**src/rtl/bram_read_arbiter_if.sv**
```systemverilog
// Fetcher/ROM-side bundle of the image BRAM read arbiter.
// slave = arbiter view; master = pixel fetchers together with the ROM instance.
interface bram_read_arbiter_if #(
    parameter int NUM_REQ = 4,
    parameter int ADDR_W  = 17,
    parameter int DATA_W  = 12
);
    logic                      flush;
    logic [NUM_REQ-1:0]        req;
    logic [NUM_REQ*ADDR_W-1:0] req_addr;
    logic [NUM_REQ-1:0]        gnt;
    logic                      mem_en;
    logic [ADDR_W-1:0]         mem_addr;
    logic [DATA_W-1:0]         mem_dout;
    logic [NUM_REQ-1:0]        rd_valid;
    logic [DATA_W-1:0]         rd_data;

    modport slave (
        input  flush, req, req_addr, mem_dout,
        output gnt, mem_en, mem_addr, rd_valid, rd_data
    );

    modport master (
        output flush, req, req_addr, mem_dout,
        input  gnt, mem_en, mem_addr, rd_valid, rd_data
    );
endinterface

```
**src/rtl/bram_read_arbiter.sv**
```systemverilog
// Round-robin share of one single-port image ROM read port among NUM_REQ pixel fetchers.
// Latency: gnt/mem_addr registered one edge after req; rd_valid/rd_data RD_LAT cycles after gnt.
// Backpressure: none on return; a fetcher waits by holding req/req_addr until it sees its gnt bit.
module bram_read_arbiter #(
    parameter int NUM_REQ = 4,
    parameter int ADDR_W  = 17,
    parameter int DATA_W  = 12,
    parameter int RD_LAT  = 2
) (
    input  logic               clk,
    input  logic               rst,
    bram_read_arbiter_if.slave bus
);
    localparam int IDX_W = (NUM_REQ > 1) ? $clog2(NUM_REQ) : 1;

    logic [NUM_REQ-1:0] gnt_q;
    logic               mem_en_q;
    logic [ADDR_W-1:0]  mem_addr_q;
    logic [IDX_W-1:0]   last_q;
    logic [NUM_REQ-1:0] tag_q [RD_LAT];

    logic [NUM_REQ-1:0] eligible;
    logic               win_vld;
    logic [IDX_W-1:0]   win_idx;
    logic [NUM_REQ-1:0] win_onehot;
    logic [ADDR_W-1:0]  win_addr;

    // The requester holding this cycle's grant is masked so it cannot win twice in a row.
    assign eligible = bus.req & ~gnt_q;

    always_comb begin
        int cand;
        cand    = 0;
        win_vld = 1'b0;
        win_idx = last_q;
        for (int k = 1; k <= NUM_REQ; k++) begin
            cand = (int'(last_q) + k) % NUM_REQ;
            if (!win_vld && eligible[IDX_W'(cand)]) begin
                win_vld = 1'b1;
                win_idx = IDX_W'(cand);
            end
        end
    end

    always_comb begin
        win_onehot = '0;
        win_addr   = '0;
        for (int i = 0; i < NUM_REQ; i++) begin
            if (win_idx == IDX_W'(i)) begin
                win_onehot[i] = 1'b1;
                win_addr      = bus.req_addr[i*ADDR_W +: ADDR_W];
            end
        end
    end

    always_ff @(posedge clk) begin
        if (!rst) begin
            gnt_q      <= '0;
            mem_en_q   <= 1'b0;
            mem_addr_q <= '0;
            last_q     <= IDX_W'(NUM_REQ - 1);
            for (int s = 0; s < RD_LAT; s++) tag_q[s] <= '0;
        end else if (bus.flush) begin
            // Scene change: abandon every read still in the pipe, keep fairness state.
            gnt_q    <= '0;
            mem_en_q <= 1'b0;
            for (int s = 0; s < RD_LAT; s++) tag_q[s] <= '0;
        end else begin
            tag_q[0] <= gnt_q;
            for (int s = 1; s < RD_LAT; s++) tag_q[s] <= tag_q[s-1];
            if (win_vld) begin
                gnt_q      <= win_onehot;
                mem_en_q   <= 1'b1;
                mem_addr_q <= win_addr;
                last_q     <= win_idx;
            end else begin
                gnt_q    <= '0;
                mem_en_q <= 1'b0;
            end
        end
    end

    assign bus.gnt      = gnt_q;
    assign bus.mem_en   = mem_en_q;
    assign bus.mem_addr = mem_addr_q;
    assign bus.rd_valid = tag_q[RD_LAT-1];
    assign bus.rd_data  = (|tag_q[RD_LAT-1]) ? bus.mem_dout : '0;
endmodule

```
**src/flat_wrapper.sv**
```systemverilog
// flat-port wrapper written by rule: the top's interface ports become plain ports
module bram_read_arbiter_flat 
#(
    parameter int NUM_REQ = 4,
    parameter int ADDR_W  = 17,
    parameter int DATA_W  = 12,
    parameter int RD_LAT  = 2
)
  (clk, rst, bus_flush, bus_req, bus_req_addr, bus_mem_dout, bus_gnt, bus_mem_en, bus_mem_addr, bus_rd_valid, bus_rd_data);
  bram_read_arbiter_if #(.NUM_REQ(NUM_REQ), .ADDR_W(ADDR_W), .DATA_W(DATA_W)) bus_i ();
  input  logic clk;
  input  logic rst;
  input wire logic [$bits(bus_i.flush)-1:0] bus_flush;
  input wire logic [$bits(bus_i.req)-1:0] bus_req;
  input wire logic [$bits(bus_i.req_addr)-1:0] bus_req_addr;
  input wire logic [$bits(bus_i.mem_dout)-1:0] bus_mem_dout;
  output wire logic [$bits(bus_i.gnt)-1:0] bus_gnt;
  output wire logic [$bits(bus_i.mem_en)-1:0] bus_mem_en;
  output wire logic [$bits(bus_i.mem_addr)-1:0] bus_mem_addr;
  output wire logic [$bits(bus_i.rd_valid)-1:0] bus_rd_valid;
  output wire logic [$bits(bus_i.rd_data)-1:0] bus_rd_data;
  assign bus_i.flush = bus_flush;
  assign bus_i.req = bus_req;
  assign bus_i.req_addr = bus_req_addr;
  assign bus_i.mem_dout = bus_mem_dout;
  assign bus_gnt = bus_i.gnt;
  assign bus_mem_en = bus_i.mem_en;
  assign bus_mem_addr = bus_i.mem_addr;
  assign bus_rd_valid = bus_i.rd_valid;
  assign bus_rd_data = bus_i.rd_data;
  bram_read_arbiter #(.NUM_REQ(NUM_REQ), .ADDR_W(ADDR_W), .DATA_W(DATA_W), .RD_LAT(RD_LAT)) u_core (.clk(clk), .rst(rst), .bus(bus_i));
endmodule
```
**config.mk**
```make
export PLATFORM = sky130hd
export DESIGN_NAME = bram_read_arbiter_flat
export DESIGN_NICKNAME = d
export VERILOG_FILES = /design/src/rtl/bram_read_arbiter_if.sv /design/src/rtl/bram_read_arbiter.sv /design/src/flat_wrapper.sv
export SDC_FILE = /design/constraint.sdc
export NUM_CORES = 1
export LEC_CHECK = 0
export BUFFER_PORTS_ARGS = -buffer_cell sky130_fd_sc_hd__buf_2
export CAP_MARGIN = 20
export CORE_UTILIZATION = 30
export CTS_BUF_LIST = sky130_fd_sc_hd__clkbuf_8 sky130_fd_sc_hd__clkbuf_16
export DETAILED_ROUTE_END_ITERATION = 8
export HOLD_SLACK_MARGIN = 0.12
export PLACE_DENSITY = 0.6
export SYNTH_ARGS = -nofsm -noshare
export SYNTH_HDL_FRONTEND = slang
export SYNTH_SLANG_ARGS = --single-unit
```
**constraint.sdc**
```tcl
create_clock -name clk -period 1.7 [get_ports clk]
set_input_delay 0.255 -clock clk [delete_from_list [all_inputs] [get_ports clk]]
set_output_delay 0.255 -clock clk [all_outputs]
set_load 0.03 [all_outputs]
```
# [Word-level counts from Yosys, hierarchy flattened]
# Memory sizes are Yosys's and may differ from the RTL's.
# Cells that the tools add are included.
# W data, S select, Z words.
[word_totals] ff_bits=24 ramBits=8 in_bits=87 output_inout_bits=38 elab_cells=77 mem_count=1
[classes] addsub=4 n_lt_le_gt_ge=4 n_eq_ne=3 n_mux=41 bitwise=9 reduce_logical=11
[mem_list] memory="u_core.tag_q" words=2 width=4 read_ports=2 rd_ports_with_merged_regs=0 write_ports=2 line_no="bram_read_arbiter.sv:20" source="logic [NUM_REQ-1:0] tag_q [RD_LAT];"
[op_table] cell="$mux W17" count=4
[op_table] cell="$mux W1" count=24
[op_table] cell="$lt A2 B4 Y1 const B" count=4
[op_table] cell="$mux W4" count=4
[op_table] cell="$mux W12" count=1
[op_table] cell="$bmux W1 S2" count=4
[op_table] cell="$mux W2" count=4
[op_table] cell="$add A2 B1 Y2 const B" count=2
[op_table] cell="$add A2 B2 Y2 const B" count=2
[op_table] cell="$and A4 B4 Y4" count=1
[op_table] cell="$eq A2 B2 Y1 const B" count=2
[op_table] cell="$not A4 Y4" count=1
[op_table] cell="$or A1 B1 Y1" count=4
[op_table] cell="$reduce_or A4 Y1" count=1
[op_table] cell="$logic_and A1 B1 Y1" count=3
[op_table] cell="$logic_not A1 Y1" count=3
[op_table] cell="$not A1 Y1" count=3
[op_table] cell="$reduce_or A3 Y1" count=1
[op_table] cell="$eq A2 B1 Y1 const B" count=1
[op_table] cell="$logic_not A2 Y1" count=1
[op_table] cell="$reduce_and A2 Y1" count=1
[op_table] cell="$reduce_or A2 Y1" count=1

# [Logic depth before layout (Yosys ltp)]
[depth] ltp_word=20 mapped_depth=8 mapped_depth_nobuf=6

# [Least setup slack after synthesis]
# OpenSTA, ideal clock, no wires.
[synth_path] kind="register to register" startpoint="register u_core.gnt_q[2] (netlist: u_core.bus.gnt[2])" endpoint="register u_core.mem_addr_q[10] (netlist: u_core.bus.mem_addr[10])" setup_time_ns=0.143 arrival_time_ns=1.706 required_time_ns=1.557 setup_slack_ns=-0.148 stages_incl_launch_ff=9 n_path_buf=2 period_less_slack_ns=1.848 cell_sequence="dfxtp_1 nand2b_4 a22oi_1 or2_1 o311ai_2 buf_8 buf_12 mux2i_1 o221ai_1"
[synth_between] elab_chain_len=20 elab_cells_between_ends=37 classes_between="3 x eq/ne; 24 x mux; 2 x bitwise; 8 x reduce/logical"
[synth_lines] item="start, declared" line_no="bram_read_arbiter.sv:16" source="logic [NUM_REQ-1:0] gnt_q;"
[synth_lines] item="start signal, assigned" line_no="bram_read_arbiter.sv:72" source="gnt_q <= win_onehot;"
[synth_lines] item="$not A4 Y4 *" line_no="bram_read_arbiter.sv:29" source="assign eligible = bus.req & ~gnt_q;"
[synth_lines] item="$and A4 B4 Y4 *" line_no="bram_read_arbiter.sv:29"
[synth_lines] item="$bmux W1 S2" line_no="bram_read_arbiter.sv:38" source="if (!win_vld && eligible[IDX_W'(cand)]) begin"
[synth_lines] item="$mux W1 (not written as such) (2 in a row)" line_no="bram_read_arbiter.sv:38"
[synth_lines] item="$mux W1" line_no="bram_read_arbiter.sv:38"
[synth_lines] item="$logic_not A1 Y1" line_no="bram_read_arbiter.sv:38"
[synth_lines] item="$logic_and A1 B1 Y1" line_no="bram_read_arbiter.sv:38"
[synth_lines] item="$mux W1" line_no="bram_read_arbiter.sv:38"
[synth_lines] item="$logic_not A1 Y1" line_no="bram_read_arbiter.sv:38"
[synth_lines] item="$logic_and A1 B1 Y1" line_no="bram_read_arbiter.sv:38"
[synth_lines] item="$mux W1" line_no="bram_read_arbiter.sv:38"
[synth_lines] item="$logic_not A1 Y1" line_no="bram_read_arbiter.sv:38"
[synth_lines] item="$logic_and A1 B1 Y1" line_no="bram_read_arbiter.sv:38"
[synth_lines] item="$mux W2" line_no="bram_read_arbiter.sv:38"
[synth_lines] item="$logic_not A2 Y1" line_no="bram_read_arbiter.sv:49" source="if (win_idx == IDX_W'(i)) begin"
[synth_lines] item="$mux W17 (4 in a row)" line_no="bram_read_arbiter.sv:49"
[synth_lines] item="end signal, assigned" line_no="bram_read_arbiter.sv:74" source="mem_addr_q <= win_addr;"
[synth_lines] item="end, declared" line_no="bram_read_arbiter.sv:18" source="logic [ADDR_W-1:0] mem_addr_q;"
# Mark *: on every way between the ends. The rest lies on a longest branch, timed or not. The select of a mux whose other input is x is not followed.
# A chain may end at the register's enable or synchronous reset.

# [Worst setup path in the final report]
[layout_path] startpoint="register u_core.gnt_q[2] (netlist: u_core.bus.gnt[2])" endpoint="register u_core.mem_addr_q[9] (netlist: u_core.bus.mem_addr[9])"
# Same word-level chain as after synthesis.

==> summary.md <==
| Metric | Value |
|---|---|
| Leakage | `0.00138 uW` |
| Hold WC Path Type | `in -> reg` |
| First-pass GRT wire length | `7.28 mm` |
| Top-count cell post-synth | `mux2i_1` |
| Status | `finished clean` |
| Post-placement cell count | `375` |
| TNS Setup | `0 ns` |
| Fin cells | `385` |
| Post-DP HPWL | `3.74 mm` |
| Max VDD drop | `0.423 mV` |
| H-tree depth | `2` |
| CTS buffer count | `5` |
| Starting DRT DRC Count | `34` |
| Vias in the first global route | `1620` |
| Asr flop ratio synth | `0%` |
| Design Area, Final | `2760 um2` |
| Power per Cell Area | `904 nW/um2` |
| RR Startpoint | `u_core.bus.gnt[2]` |
| CP Class | `reg -> reg` |
| Hold Vio Cnt, Final | `0` |
| Cell taking the most area after synthesis | `dfxtp_1` |
| Initial core utilization | `31.8%` |
| Critical Path RT | `1.85 ns` |
| CTS Sinks | `32` |
| Gr usage total | `15.2%` |
| Post-route setup slack | `0.0206 ns` |
| Drt wl/cell | `12.4 um` |
| Hold_sp | `rst` |
| Final Cycle Share | `98.8%` |
| Core Footprint | `5640 um2` |
| Worst-Skew Late Latency | `0.28 ns` |
| Die X | `79.4 um` |
| Sequential cell area | `731 um2` |
| Tmin final | `1.68 ns` |
| Vias | `1796` |
| Top cells by count, synth | `35 x mux2i_1, 24 x dfxtp_1, 22 x nand2_1` |
| Crit path arrival time | `1.83 ns` |
| Gr busiest metal | `met2` |
| Crit. End Element | `flip-flop` |
| Number of diodes | `0` |
| Max Freq | `595 MHz` |
| # Max-Cap Violations | `0` |
| Met1 GRT Util | `17.3%` |
| CTS tree | `built` |
| Final-stage net count | `399` |
| Mapped Cells | `175` |
| Top FF cell, synth | `dfxtp_1` |
| IO buf count | `124` |
| Vias per std cell | `4.66` |
| Number of synthesized register bits | `32` |
| Pins Over Slew Limit | `0` |
| Layout cell share with drive strength beyond 1 | `53.7%` |
| Post-synth EDFFs | `8` |
| Vertical die dimension | `79.4 um` |
| Multi-input gate area | `1020 um2` |
| Initial antenna violation count | `0` |
| Met2 usage | `26.3%` |
| Area contributors post-synth | `dfxtp_1 27%, mux2i_1 20%, edfxtp_1 13%` |
| RSZ-0062 raised after global routing | `yes` |
| Seq/Total Area, Yosys | `40.1%` |
| Fillers | `552` |
| Mean Syn Cell Area | `10.3 um2` |
| Crit path from | `u_core.bus.gnt[2]` |
| CTS root buffer | `clkbuf_8` |
| Clock Skews | `0.00589 ns` |
| CP Max Fanout | `17` |
| Antenna viol nets, final | `0` |
| I/O pin cnt | `125` |
| Num rows | `27` |
| Post-DP Area | `2590 um2` |
| Synth warnings | `0` |
| Drt pass-1 iters | `4` |
| Grt ovf | `0` |
| Final setup fails | `0` |
| CTS clk-pin slew, worst paths | `0.07 ns` |
| Drt drc | `0` |
| Die area | `6300 um2` |
| Final WL | `4.77 mm` |
| Netlist Area Pre-Place | `1800 um2` |
| Setup WS pre-CTS | `-0.0293 ns` |
| Placer Congestion | `0.787` |
| Met3 GRT Util | `5.17%` |
| Yosys cell types | `34` |
| Util after Layout | `48.9%` |
| Largest net degree at the start of global routing | `20` |
| Synth top area share | `26.8%` |
| Max Buffers Root-to-Sink | `2` |
| Area added between synthesis and finish | `53.6%` |
| Worst setup SP type | `flip-flop` |
[critical path: stages (launching register included)]
cell      delay, ns
dfxtp_4        0.35
nand2b_4       0.13
a22oi_2        0.07
or2_1          0.25
o311ai_4       0.14
buf_12         0.23
mux2i_1        0.22
o221ai_1       0.14
[state kept, by name, indices dropped and copies added, names as in the netlist]
signal and count:
u_core.tag_q 8, u_core.bus.mem_addr 17, u_core.last_q 2, u_core.bus.mem_en 1, u_core.bus.gnt 4
[power by group]
group / internal (uW) / switching (uW)
logic: 400 / 480
clock network: 427 / 278
registers: 861 / 48.2
total: 1690 / 806
[timing repair]
item                       in CTS  in global routing
gates resized for setup         3                 14
pin swaps                       0                  2
setup endpoints to repair       2                 28
hold buffers                    0                  0
setup buffers                   0                  2
[layout make-up]
cell class / count / share of cell area, %
Multi-Input combinational cell: 134 / 37.1
Timing Repair Buffer: 139 / 29.3
Sequential cell: 32 / 26.5
Tap cell: 72 / 3.27
Clock buffer: 5 / 2.50
Clock inverter: 3 / 1.36
[kinds of logic (layout without fill, tap and decap cells)]
| kind of cell | after synthesis | count (layout) | synth area share, % |
|---|---|---|---|
| simple gates | 63 | 63 | 19.2 |
| flops | 32 | 32 | 40.1 |
| other cells | 1 | 8 | 0.209 |
| compound gates | 28 | 28 | 14.3 |
| mux | 35 | 35 | 19.5 |
| buf+inv | 16 | 147 | 6.69 |
[cell usage in the layout, fill, tap and decap left out, drive strengths merged]
master and count:
o211ai 1, nor4 1, edfxtp 8, o22ai 1, o311ai 3, o221ai 17
nor3 1, nand3 1, nor2 7, a21boi 1, clkbuf 5, conb 8
buf 139, nand2 22, dfxtp 24, mux2i 35, clkinv 2, a21o 1
a22oi 1, and2 10, or2 1, a21oi 1, nand2b 3, nor2b 17
o21ai 2, bufinv 1
[worst paths after layout]
path	slack, ns	cells after the start	endpoint
max	0.02	7	u_core.bus.mem_addr[9]
min	0.17	2	u_core.last_q[0]
max reg2reg	0.02	7	u_core.bus.mem_addr[9]
min reg2reg	0.46	2	u_core.bus.mem_addr[13]
[per-layer routing]
metal  routed length, um  part of all wire (%)
met1                1920                    40
met2                2360                    49
met3                 430                   9.0
met4                  56                   1.2
met5                   0                     0
[through the flow]
stage	hold WS (ns)	total power, uW
2_1_floorplan	0.317	1490
4_1_cts	0.167	2490
6_report	0.174	2490
5_1_grt	0.177	2630
3_3_place_gp	0.442	1770
3_5_place_dp	0.441	1780
Note: power is estimated with default switching activity, not from simulation.
